**src/rtl/tick_gen.sv**
```systemverilog
// Programmable tick generator: divides clk by max(period,1) while running and
// drives the in_pulse/enable pair of a downstream digit counter chain.
module tick_gen #(
    parameter int WIDTH = 26
) (
    input  logic             clk,
    input  logic             resetn,
    input  logic             start,
    input  logic             pause,
    input  logic             clear,
    input  logic             expire,
    input  logic [WIDTH-1:0] period,
    output logic             tick,
    output logic             running,
    output logic [1:0]       state
);

    typedef enum logic [1:0] {
        S_IDLE   = 2'd0,
        S_RUN    = 2'd1,
        S_PAUSED = 2'd2,
        S_DONE   = 2'd3
    } state_t;

    state_t           state_r;
    logic             start_q;
    logic             pause_q;
    logic             clear_q;
    logic             armed;
    logic             start_rise;
    logic             pause_rise;
    logic             clear_rise;
    logic [WIDTH-1:0] count;
    logic [WIDTH-1:0] reload_val;
    logic [WIDTH-1:0] count_adv;
    logic             count_done;

    // armed stays low for the first edge after reset so a level already high
    // when reset releases is captured as history rather than seen as a rise.
    assign start_rise = armed & start & ~start_q;
    assign pause_rise = armed & pause & ~pause_q;
    assign clear_rise = armed & clear & ~clear_q;

    assign reload_val = (period == '0) ? '0 : period - WIDTH'(1);
    assign count_done = (count == '0);
    assign count_adv  = count_done ? reload_val : count - WIDTH'(1);

    assign running = (state_r == S_RUN);
    assign state   = state_r;

    always_ff @(posedge clk or negedge resetn) begin
        if (!resetn) begin
            state_r <= S_IDLE;
            tick    <= 1'b0;
            count   <= '0;
            start_q <= 1'b0;
            pause_q <= 1'b0;
            clear_q <= 1'b0;
            armed   <= 1'b0;
        end else begin
            start_q <= start;
            pause_q <= pause;
            clear_q <= clear;
            armed   <= 1'b1;
            tick    <= 1'b0;
            if (clear_rise) begin
                state_r <= S_IDLE;
                count   <= reload_val;
            end else begin
                case (state_r)
                    S_IDLE: begin
                        count <= reload_val;
                        if (start_rise) state_r <= S_RUN;
                    end
                    S_RUN: begin
                        if (expire) begin
                            state_r <= S_DONE;
                        end else if (pause_rise) begin
                            state_r <= S_PAUSED;
                        end else begin
                            count <= count_adv;
                            tick  <= count_done;
                        end
                    end
                    // The resume edge counts as a run cycle, so a pause shifts
                    // the tick schedule by exactly the number of paused edges.
                    S_PAUSED: begin
                        if (expire) begin
                            state_r <= S_DONE;
                        end else if (pause_rise || start_rise) begin
                            state_r <= S_RUN;
                            count   <= count_adv;
                            tick    <= count_done;
                        end
                    end
                    default: begin
                        state_r <= S_DONE;
                    end
                endcase
            end
        end
    end

endmodule

```
**config.mk**
```make
export PLATFORM = sky130hd
export DESIGN_NAME = tick_gen
export DESIGN_NICKNAME = d
export VERILOG_FILES = /design/src/rtl/tick_gen.sv
export SDC_FILE = /design/constraint.sdc
export NUM_CORES = 1
export LEC_CHECK = 0
export BUFFER_PORTS_ARGS = -buffer_cell sky130_fd_sc_hd__buf_2
export CORE_UTILIZATION = 30
export DETAILED_ROUTE_END_ITERATION = 16
export GPL_TIMING_DRIVEN = 0
export HOLD_SLACK_MARGIN = 0.08
export PLACE_DENSITY = 0.51
export SETUP_SLACK_MARGIN = 0.4
export SYNTH_ARGS = -nofsm -noshare
export SYNTH_HDL_FRONTEND = slang
export SYNTH_SLANG_ARGS = --single-unit
```
**constraint.sdc**
```tcl
create_clock -name clk -period 4.1 [get_ports clk]
set_input_delay 0.41 -clock clk [delete_from_list [all_inputs] [get_ports clk]]
set_output_delay 0.41 -clock clk [all_outputs]
set_load 0.05 [all_outputs]
```
**Word level (Yosys, flattened, before mapping)**

Cells that the tools add are included.

- Register bits: 33
- Input port bits: 32
- Output and inout bits: 4

- Add/sub/neg operators: 2
- Eq/ne operators: 9
- Muxes and demuxes: 21
- Bitwise gates (word level): 9
- Reduce and logical (&&, ||, !) cells: 7

Operators with widths:

| cell | count |
|---|---|
| two-way mux 26 bit | 7 |
| one-hot mux 26 bit (3 select lines) | 1 |
| zero test 26 bit | 2 |
| subtractor 26 x 1 -> 26 bit (second input constant) | 2 |
| two-way mux 2 bit | 6 |
| != test 3 bit (second input constant) | 3 |
| AND 1 bit | 6 |
| != test 3 x 2 -> 1 bit (second input constant) | 2 |
| one-hot mux 2 bit (3 select lines) | 1 |
| two-way mux 1 bit | 5 |
| AND reduction 5 bit | 1 |
| != test 4 x 2 -> 1 bit (second input constant) | 1 |
| != test 4 bit (second input constant) | 1 |
| nonzero test 4 bit | 1 |
| NOT 1 bit | 3 |
| AND reduction 3 bit | 1 |
| equality test 2 x 1 -> 1 bit (second input constant) | 1 |
| equality test 2 bit (second input constant) | 1 |
| zero test 2 bit | 1 |
| one-hot mux 1 bit (2 select lines) | 1 |
| logical OR 1 bit | 1 |

**Depth between registers and ports, before layout**

Gate-level depths: netlist of run 1.

- Word-level depth: 7
- Depth in mapped cells: 10

**Least setup slack after synthesis of run 1**

No wires, ideal clock.

- Path type: flip-flop to flip-flop
- Start point: reg state_r[1] (netlist: state[1])
- End point: reg count[2]
- Library setup time: 0.087 ns
- Data arrival time: 2.761 ns
- Required time: 4.013 ns
- Path slack: 1.252 ns
- Cell stages (with the launch flop): 10
- Clock period less this slack: 2.848 ns
- Cells stage by stage: dfrtp_1 inv_1 ha_1 o21a_1 a211oi_1 a21oi_1 clkbuf_1 clkbuf_1 a21oi_1 a22oi_1

- Longest elaborated chain between the ends: 3
- Elaborated cells on any way between the ends: 11
- Classes of those cells: 6 x eq/ne; 2 x mux; 3 x reduce/logical

RTL lines:

| item | line | source |
|---|---|---|
| start, declared | 25 | `state_t state_r;` |
| start signal, assigned | 53 | `state_r <= S_IDLE;` |
| start signal, assigned | 67 | `state_r <= S_IDLE;` |
| start signal, assigned | 73 | `if (start_rise) state_r <= S_RUN;` |
| equality test 2 x 1 -> 1 bit * | - |  |
| named net running | 14 | `output logic running,` |
| != test 3 x 2 -> 1 bit (no source line) (tied with other cells) | - |  |
| AND reduction 5 bit (no source line) / two-way mux 26 bit (equally long branches) | - |  |
| end signal, assigned | 68 | `count <= reload_val;` |
| end signal, assigned | 72 | `count <= reload_val;` |
| end signal, assigned | 81 | `count <= count_adv;` |
| end, declared | 33 | `logic [WIDTH-1:0] count;` |

The timed path passes the listed nets; every way through them passes the cells marked *.
A chain may end at the register's enable or synchronous reset.

**Worst setup path in the final report of run 1**

- Start point: in period[0]
- End point: reg count[25]

- Longest elaborated chain between the ends: 7
- Elaborated cells on any way between the ends: 10
- Classes of those cells: 1 x add/sub; 8 x mux; 1 x reduce/logical

RTL lines:

| item | line | source |
|---|---|---|
| start, declared | 12 | `input logic [WIDTH-1:0] period,` |
| subtractor 26 x 1 -> 26 bit / zero test 26 bit (equally long branches) | 44 | `assign reload_val = (period == '0) ? '0 : period - WIDTH'(1);` |
| two-way mux 26 bit * | 44 |  |
| two-way mux 26 bit | 46 | `assign count_adv = count_done ? reload_val : count - WIDTH'(1);` |
| two-way mux 26 bit (on tied branches) | 90, 78 |  |
| two-way mux 26 bit (on tied branches) | 88, 76 |  |
| one-hot mux 26 bit (3 select lines) | 70 | `case (state_r)` |
| two-way mux 26 bit * | 66 | `if (clear_rise) begin` |
| end signal, assigned | 68 |  |
| end signal, assigned | 72 |  |
| end signal, assigned | 92 | `count <= count_adv;` |

Mark *: on every way between the ends. The rest lies on a longest branch, timed or not. The select of a mux whose other input is x is not followed.

==> results of run 1 <==
## state kept, by name, summed over array words and instances, names as in the netlist
name / count
pause_q: 1
tick: 1
clear_q: 1
state: 2
count: 26
start_q: 1
armed: 1
## cells in the mapped netlist, types with 7 or more instances
master	instances
o21ai_0	14
or3_1	9
nor2_1	19
inv_1	10
or2_2	7
nor3_1	22
dfrtp_1	33
nand2_1	10
xor2_1	10
nor4_1	16
nand3_1	8
clkbuf_1	12
a21oi_1	10
or4_1	12
xnor2_1	11
## routing by layer
metal | global-route usage [%] | vias up | wire length, µm
met4 | 5.28 | 0 | 63
met3 | 3.32 | 4 | 416
li1 | - | 1271 | -
met2 | 26.9 | 71 | 3620
met5 | 0 | - | 0
met1 | 23.5 | 1216 | 3530
## critical path, stage by stage
cell     delay, ps
buf_2          110
inv_1           70
ha_1           180
or3b_1         340
buf_2          170
or4_4          520
buf_6          160
nor4_4         590
nor3_4         140
a221o_1        360
## stage by stage
| step | cells | cell area [µm²] | hold WS (ps) | utilization, % |
|---|---|---|---|---|
| floorplan | 303 | 2690 | 114 | - |
| global placement | 446 | 3000 | 511 | 34.4 |
| detailed placement | 446 | 3000 | 501 | 34.4 |
| CTS | 453 | 3090 | 227 | 35.4 |
| global route | 453 | 3090 | 242 | 35.4 |
| finish | 453 | 3090 | 211 | 35.4 |
## cell families (layout without fill, tap and decap cells)
| kind of cell | after synthesis | in the layout | share of synthesized area (%) |
|---|---|---|---|
| AOI/OAI and AO/OA | 86 | 86 | 25.6 |
| xor gates and xnor gates | 21 | 21 | 6.84 |
| adders and majority gates | 6 | 6 | 2.79 |
| buffers and inverters | 29 | 71 | 4.93 |
| DFF | 33 | 33 | 30.7 |
| muxes | 1 | 1 | 0.372 |
| other | 1 | 1 | 0.139 |
| and+or+nand+nor | 126 | 126 | 28.6 |
## how the worst max path moves through the flow
stage / start / to / slack [ps] / cells past startpoint
after detailed placement: period[0] / count[25]$_DFFE_PN0P_ / 860 / 10
final: period[0] / count[25]$_DFFE_PN0P_ / 1190 / 10
after global placement: period[0] / count[19]$_DFFE_PN0P_ / 830 / 10
after CTS: period[0] / count[25]$_DFFE_PN0P_ / 1160 / 10
after floorplan: state[1]$_DFFE_PN0P_ / count[2]$_DFFE_PN0P_ / 1250 / 9
after global routing: count[0]$_DFFE_PN0P_ / count[19]$_DFFE_PN0P_ / 860 / 8
## cell type report
cell class,instances,share of cell area [%]
Buffer,19,3.08
Clock buffer,7,2.80
Inverter,10,1.22
Multi-Input combinational cell,241,56.1
Sequential cell,33,26.8
Tap cell,108,4.38
Timing Repair Buffer,35,5.67
## power breakdown
part	total [µW]	switching [µW]	internal, µW
combinational	1460	893	569
sequential	645	161	484
clock	245	112	133
total	2350	1170	1190
==> flow_metrics.env, run 1 <==
export IMPL_outcome="completed"
export IMPL_fin_nets=383
export IMPL_crit_fanout=8
export IMPL_insertedDiodeCount=0
export IMPL_rows=34
export IMPL_cts_tree="yes"
export IMPL_max_cap_viol_count=0
export IMPL_drive_above_1_share_pct=20.6
export IMPL_end_kind="flop"
export IMPL_rsz0062_at_grt="no"
export IMPL_io_buffers=35
export IMPL_synthFlopType="dfrtp_1"
export IMPL_timing_setup_tns_ps=0
export IMPL_finalMaxSlewViolations=0
export IMPL_hold_viol=0
export IMPL_cts_reportedPaths_clkPinSlew_ps=70
export IMPL_ctsHoldBuffers=0
export IMPL_finalWirelength_um=7630
export IMPL_drtIter0Drc=200
export IMPL_h_tree_depth=2
export IMPL_area_growth_pct=14.7
export IMPL_netlist_area_mm2=0.00269
export IMPL_hold_class="in2async"
export IMPL_synth_edf_count=0
export IMPL_finalWorstSetupSlack_ps=1190
export IMPL_critical_path_class="in2reg"
export IMPL_die_x_um=96.7
export IMPL_synth_top_cell_area_share_pct=30.7
export IMPL_core_area_mm2=0.00872
export IMPL_dp_hpwl_um=5740
export IMPL_vias=2562
export IMPL_drt_pass1_iterations=4
export IMPL_cts_root_buf="clkbuf_8"
export IMPL_ant_nets=0
export IMPL_post_drt_via_cell_ratio=5.66
export IMPL_setup_viol=0
export IMPL_grt_overflow=0
export IMPL_yosysTopAreaCell="dfrtp_1"
export IMPL_multi_input_area_mm2=0.00173
export IMPL_start_util_pct=30.8
export IMPL_place_congestion=0.887
export IMPL_cts_buffers=5
export IMPL_grtUsageTotal_pct=17.1
export IMPL_synth_nets=341
export IMPL_clkLatencyLatePin_ps=280
export IMPL_seq_area_frac_synth_pct=30.7
export IMPL_slew_headroom_pct=47.1
export IMPL_fp_dieArea_mm2=0.00935
export IMPL_cts_resized=0
export IMPL_drc=0
export IMPL_final_cell_mix="buf_2, dfrtp_1, nor3_1, nor2_1, nor4_1"
export IMPL_ff2ff_path_depth=8
export IMPL_synth_area_leaders="dfrtp_1, nor3_1, nor4_1, xnor2_1, or4_1"
export IMPL_cts_max_path_buffers=2
export IMPL_grt_pass1_wl_um=12700
export IMPL_synth_cells=303
export IMPL_fillers=917
export IMPL_die_height_um=96.7
export IMPL_timing_rr_end="count[21]$_DFFE_PN0P_"
export IMPL_r2r_start="count[0]$_DFFE_PN0P_"
export IMPL_clock_fmax_ghz=0.344
export IMPL_finalPower_uw=2350
export IMPL_grt_max_degree=34
export IMPL_pre_cts_ws_ps=856
export IMPL_postCtsSetupBuffers=0
export IMPL_startpoint_type="primary input"
export IMPL_layout_commonest_cell="buf_2"
export IMPL_finalCritPeriodShare_pct=70.9
export IMPL_rrSetupSlack_ps=1230
export IMPL_pwr_density_cell_mw_per_mm2=762
export IMPL_ff_latch_area_um2=826
export IMPL_max_slew_worst_pin_slew_ps=794
export IMPL_antenna_found_initial=0
export IMPL_required_ps=4250
export IMPL_grt_pass1_vias=2505
export IMPL_yosysUniqueCellTypes=56
export IMPL_syn_area_per_cell_um2=8.88
export IMPL_power_leakage_uw=0.00117
export IMPL_io_pins=36
export IMPL_min_period_ps=2910
export IMPL_cp_arrival_ps=3060
export IMPL_wire_per_inst_um=16.8
export IMPL_synth_warning_count=0
export IMPL_clock_sinks=33
export IMPL_peakVddDrop_mv=0.243
export IMPL_async_flop_share_pct=100
export IMPL_ys_ff_latch=33
export IMPL_fin_worst_skew_ps=7.77
No activity file was read; power rests on OpenSTA's default activity.
==> run 2, diff against run 1 <==
ABC_AREA = 1   (was not set)
PLACE_DENSITY = 0.5   (was 0.51)
clock period = 2.7 ns   (was 4.1 ns; I/O delays follow)
==> flow_metrics.env, run 2 <==
export IMPL_outcome="completed"
export IMPL_min_period_ps=2110
export IMPL_area_growth_pct=14.4
export IMPL_final_cell_mix="nand2_1, nand3_1, nor2_1, inv_1, buf_2"
export IMPL_h_tree_depth=2
export IMPL_highest_layer="met4"
export IMPL_finalPower_uw=3870
export IMPL_finalWirelength_um=9540
export IMPL_synthFlopType="dfrtp_1"
export IMPL_io_buffers=35
export IMPL_drtIter0Drc=135
export IMPL_cts_reportedPaths_clkPinSlew_ps=80
export IMPL_cts_buffers=5
export IMPL_end_kind="flop"
export IMPL_ant_nets=0
export IMPL_path_cells="inv_1 -> ha_2 -> nand2_2 -> nor2_4 -> nand2_2 -> nor2_4 -> nand3_4 -> nand2_8 -> buf_12 -> o21ai_1 -> nand3_1 -> nand2_1"
export IMPL_ys_ff_latch=33
export IMPL_grt_pass1_vias=3279
export IMPL_synth_edf_count=0
export IMPL_seq_area_frac_synth_pct=25.8
export IMPL_largest_register_ffs=26
export IMPL_synth_cells=528
export IMPL_async_flop_share_pct=100
export IMPL_power_leakage_uw=0.00179
export IMPL_fp_dieArea_mm2=0.0111
export IMPL_cts_tree="yes"
export IMPL_crit_buf_inv=2
export IMPL_syn_area_per_cell_um2=6.06
export IMPL_regMostFlops="count"
export IMPL_grt_pass1_wl_um=16300
export IMPL_drive_above_1_share_pct=12.5
export IMPL_hold_class="in2async"
export IMPL_setup_viol=0
export IMPL_cts_root_buf="clkbuf_8"
export IMPL_place_congestion=0.868
export IMPL_crit_family="simple AND/OR/NAND/NOR gates"
export IMPL_drt_pass1_iterations=4
export IMPL_dp_hpwl_um=7640
export IMPL_fin_nets=608
export IMPL_max_stage_delay_ps=400
export IMPL_netlist_area_mm2=0.00320
export IMPL_required_ps=2880
export IMPL_max_slew_worst_pin_slew_ps=764
export IMPL_die_x_um=105
export IMPL_wire_per_inst_um=13.5
export IMPL_grt_overflow=0
export IMPL_finalCritPeriodShare_pct=78.0
export IMPL_crit_path_top_delay_cell="dfrtp_1"
export IMPL_yosysTopAreaCell="dfrtp_1"
export IMPL_critical_path_class="reg2reg"
export IMPL_synth_common_cells="nand2_1, nand3_1, nor2_1"
export IMPL_max_cap_viol_count=0
export IMPL_clock_fmax_ghz=0.475
export IMPL_startpoint_type="flop"
export IMPL_synth_nets=566
export IMPL_synth_area_leaders="dfrtp_1, nand2_1, nand3_1, nor2_1, inv_1"
export IMPL_die_height_um=105
export IMPL_yosysUniqueCellTypes=31
export IMPL_pwr_density_cell_mw_per_mm2=1060
export IMPL_rows=37
export IMPL_start_util_pct=31.0
export IMPL_met2_length_um=4480
export IMPL_post_drt_via_cell_ratio=4.68
export IMPL_fin_worst_skew_ps=10.6
export IMPL_clkLatencyLatePin_ps=290
export IMPL_rsz0062_at_grt="no"
export IMPL_routed_wl_met3_um=366
export IMPL_layout_commonest_cell="nand2_1"
export IMPL_peakVddDrop_mv=0.485
export IMPL_fillers=1186
export IMPL_cts_max_path_buffers=2
export IMPL_synth_most_common_cell="nand2_1"
export IMPL_final_util_pct=35.4
export IMPL_grt_max_degree=34
export IMPL_io_pins=36
export IMPL_vias=3307
export IMPL_wl_met1_um=4570
export IMPL_insertedDiodeCount=0
export IMPL_antenna_found_initial=0
export IMPL_crit_fanout=10
export IMPL_drc=0
export IMPL_clock_sinks=33
export IMPL_timing_setup_tns_ps=0
export IMPL_slew_headroom_pct=49.1
export IMPL_synth_top_cell_area_share_pct=25.8
export IMPL_synth_warning_count=0
export IMPL_core_area_mm2=0.0103
export IMPL_finalMaxSlewViolations=0
export IMPL_ff2ff_path_depth=12
export IMPL_grtUsageTotal_pct=18.7
export IMPL_hold_viol=0
export IMPL_cp_arrival_ps=2290
export IMPL_cp_depth=12
[run 2: cell count changes in the layout (fill, tap and decap cells not counted), moves of 8 or more]
| cell | change |
|---|---|
| inv_1 | +44 |
| nor4_1 | -16 |
| nand2_1 | +149 |
| nor3_1 | -19 |
| nand4_1 | +16 |
| nor2_2 | +8 |
| clkbuf_1 | -9 |
| xnor2_1 | -8 |
| or4_1 | -12 |
| nor2_1 | +60 |
| or3_1 | -9 |
| nand3_1 | +83 |
[run 2: logic make-up (layout without fill, tap and decap cells)]
logic type                 count (synthesis)  after routing  share of synthesized area [%]
adders and majority gates                  6              6                           2.35
other                                      1              1                          0.117
DFF                                       33             33                           25.8
xor gates and xnor gates                  18             18                           4.93
and+or+nand+nor                          371            371                           51.7
AOI/OAI and AO/OA                         31             31                           5.44
buffers and inverters                     68            110                           9.62
[run 2: stage by stage]
| stage | cell area [µm²] | worst slack [ps] | std cells | hold slack, ps |
|---|---|---|---|---|
| global route | 3660 | 425 | 706 | 93.6 |
| global placement | 3540 | 453 | 699 | 393 |
| CTS | 3650 | 418 | 706 | 95.0 |
| detailed placement | 3540 | 450 | 699 | 394 |
| finish | 3660 | 594 | 706 | 49.2 |
| floorplan | 3200 | 422 | 528 | -25.6 |
[run 2: path summary, 6_finish.rpt]
path	from	to	slack [ps]
worst max-delay path	count[0]$_DFFE_PN0P_	count[8]$_DFFE_PN0P_	590
worst min-delay path	resetn	pause_q$_DFF_PN0_	50
worst max register to register	count[0]$_DFFE_PN0P_	count[8]$_DFFE_PN0P_	590
worst min register to register	count[24]$_DFFE_PN0P_	count[24]$_DFFE_PN0P_	500
max in group asynchronous	resetn	count[25]$_DFFE_PN0P_	2160
min in group clk	pause	pause_q$_DFF_PN0_	100
[run 2: area by class of cell]
class / count / area (µm²) / area share (%)
plain buffers: 13 / 101 / 2.77
clock buffers: 5 / 68.8 / 1.88
clock inverters: 2 / 35.0 / 0.958
inverters: 55 / 206 / 5.64
multi-input cells: 427 / 2080 / 56.7
flip-flops and latches: 33 / 826 / 22.6
well taps: 136 / 170 / 4.65
repair buffers: 35 / 175 / 4.79
[run 2: per-layer routing]
layer | GRT usage (%) | up-vias
li1 | - | 1780
met1 | 24.8 | 1440
met2 | 32.5 | 77
met3 | 1.79 | 10
met4 | 4.73 | 0
met5 | 0 | -
[run 2: where the power goes]
group          leakage (µW)  switching [µW]  internal, µW
Sequential         0.000400             263           731
Clock             0.0000540             189           268
Combinational       0.00134            1560           856
[run 2: timing repair]
action,4_1_cts,5_1_grt
setup buffers,0,0
hold buffers,0,0
endpoints found under the setup margin,0,20
resized for setup,0,3
==> run 3, diff against run 2 <==
clock period = 2.1 ns   (was 2.7 ns; I/O delays follow)
==> flow_metrics.env, run 3 (synthesized netlist as in run 2, its figures left out) <==
export IMPL_cts_tree="yes"
export IMPL_clkLatencyLatePin_ps=280
export IMPL_p_sw_share_pct=49.6
export IMPL_grt_pass1_vias=3552
export IMPL_clock_sinks=33
export IMPL_crit_buf_inv=2
export IMPL_path_cells="nor2_4 -> nand2_4 -> nor2_4 -> nand2_4 -> nor2_4 -> nand3_4 -> buf_12 -> clkbuf_16 -> nand3_1 -> nand3_1 -> nand2_1"
export IMPL_layout_commonest_cell="nand2_1"
export IMPL_max_slew_worst_pin_slew_ps=788
export IMPL_p_int_uw=3120
export IMPL_drt_pass1_iterations=5
export IMPL_r2r_start="count[3]$_DFFE_PN0P_"
export IMPL_wire_per_inst_um=14.3
export IMPL_pwr_density_cell_mw_per_mm2=1420
export IMPL_critical_path_class="reg2reg"
export IMPL_largest_register_ffs=26
export IMPL_p_comb_share_pct=70.9
export IMPL_fin_worst_skew_ps=2.82
export IMPL_end_kind="flop"
export IMPL_peakVddDrop_mv=0.573
export IMPL_cts_max_path_buffers=2
export IMPL_cp_arrival_ps=2030
export IMPL_fp_dieArea_mm2=0.0111
export IMPL_crit_family="simple AND/OR/NAND/NOR gates"
export IMPL_final_cell_mix="nand2_1, nand3_1, nor2_1, inv_1, buf_4"
export IMPL_core_area_mm2=0.0103
export IMPL_fin_hold_ws_ps=223
export IMPL_die_x_um=105
export IMPL_grtUsageTotal_pct=20.2
export IMPL_dp_hpwl_um=7800
export IMPL_vias=3607
export IMPL_slew_headroom_pct=47.4
export IMPL_finalPower_uw=6190
export IMPL_required_ps=2330
export IMPL_die_height_um=105
export IMPL_hold_viol=0
export IMPL_max_cap_viol_count=0
export IMPL_cts_buffers=5
export IMPL_antenna_found_initial=0
export IMPL_start_util_pct=31.0
export IMPL_timing_setup_tns_ps=0
export IMPL_io_pins=36
export IMPL_finalCritPeriodShare_pct=86.0
export IMPL_setup_viol=0
export IMPL_drtIter0Drc=206
export IMPL_rsz0062_at_grt="yes"
export IMPL_grt_max_degree=34
export IMPL_h_tree_depth=2
export IMPL_hold_class="in2reg"
export IMPL_insertedDiodeCount=0
export IMPL_max_stage_delay_ps=460
export IMPL_grt_pass1_wl_um=17700
export IMPL_fin_nets=655
export IMPL_area_growth_pct=36.0
export IMPL_final_util_pct=42.1
export IMPL_min_period_ps=1810
export IMPL_p_clk_share_pct=8.3
export IMPL_crit_path_top_delay_cell="dfrtp_2"
export IMPL_cpMostUsedCell="nor2_4"
export IMPL_fillers=1135
export IMPL_place_congestion=0.813
export IMPL_p_sw_uw=3070
export IMPL_drc=0
export IMPL_finalMaxSlewViolations=0
export IMPL_post_drt_via_cell_ratio=4.78
export IMPL_grt_overflow=0
export IMPL_outcome="completed"
export IMPL_power_leakage_uw=0.00212
export IMPL_cts_root_buf="clkbuf_8"
export IMPL_pre_cts_ws_ps=30.8
export IMPL_sequentialPowerShare_pct=20.8
export IMPL_cts_reportedPaths_clkPinSlew_ps=70
export IMPL_io_buffers=35
export IMPL_ant_nets=0
export IMPL_rows=37
export IMPL_finalWorstSetupSlack_ps=294
export IMPL_startpoint_type="flop"
export IMPL_clock_fmax_ghz=0.554
export IMPL_crit_fanout=5
export IMPL_drive_above_1_share_pct=27.7
export IMPL_regMostFlops="count"
export IMPL_finalWirelength_um=10800
export IMPL_startpoint="count[3]$_DFFE_PN0P_"
export IMPL_min_from="period[0]"
[run 3: cell count changes in the layout (fill, tap and decap cells not counted), sizes merged]
cell         before  now
clkinv            1    0
buf              44   85
clkbuf            9   14
bufinv            1    0
dlygate4sd3       0    4
[run 3: what timing repair did]
action	4_1_cts	5_1_grt
setup endpoints to repair	27	27
setup buffers	29	12
hold buffers	4	0
pin swaps	15	17
hold endpoints to repair	36	0
cloned	0	2
resized for setup	27	41
[run 3: area by class of cell]
cell class	instances	area (µm²)	area share (%)
buffer	13	170	3.91
clock buffer	8	90.1	2.07
inverter	55	206	4.75
multi-input combinational	427	2300	52.8
sequential	33	836	19.2
tap	136	170	3.91
timing repair buffer	82	582	13.4
[run 3: metal layers]
layer  GRT usage [%]  wire (µm)
met5               0          0
met4            6.14        246
met3            1.48        373
met2            36.2       5230
met1            25.6       4900
[run 3: per-stage QoR]
step / std cells / area, µm²
final: 754 / 4350
after global routing: 754 / 4350
after CTS: 740 / 4070
after detailed placement: 699 / 3620
after global placement: 699 / 3620
after floorplan: 528 / 3280
[run 3: worst paths after layout]
check	endpoint	slack [ps]	depth (start not counted)
setup / recovery	count[8]$_DFFE_PN0P_	290	11
hold / removal	count[0]$_DFFE_PN0P_	220	4
setup reg to reg	count[8]$_DFFE_PN0P_	290	11
hold reg to reg	tick$_DFF_PN0_	490	1
max in group asynchronous	count[21]$_DFFE_PN0P_	1010	2
min in group asynchronous	count[1]$_DFFE_PN0P_	540	2
[run 3: worst reg2reg max path, cell delays in order (launching register included)]
cell,delay [ps]
dfrtp_2,460
nor2_4,140
nand2_4,90
nor2_4,140
nand2_4,80
nor2_4,110
nand3_4,170
buf_12,190
clkbuf_16,160
nand3_1,70
nand3_1,80
nand2_1,70
[run 3: power groups by stage]
stage	combinational (µW)	sequential [µW]	clock (µW)
4_1_cts	3920	1270	525
3_3_place_gp	3270	1290	0
6_report	4390	1280	515
5_1_grt	4890	1320	557
2_1_floorplan	2500	1280	0
3_5_place_dp	3300	1300	0
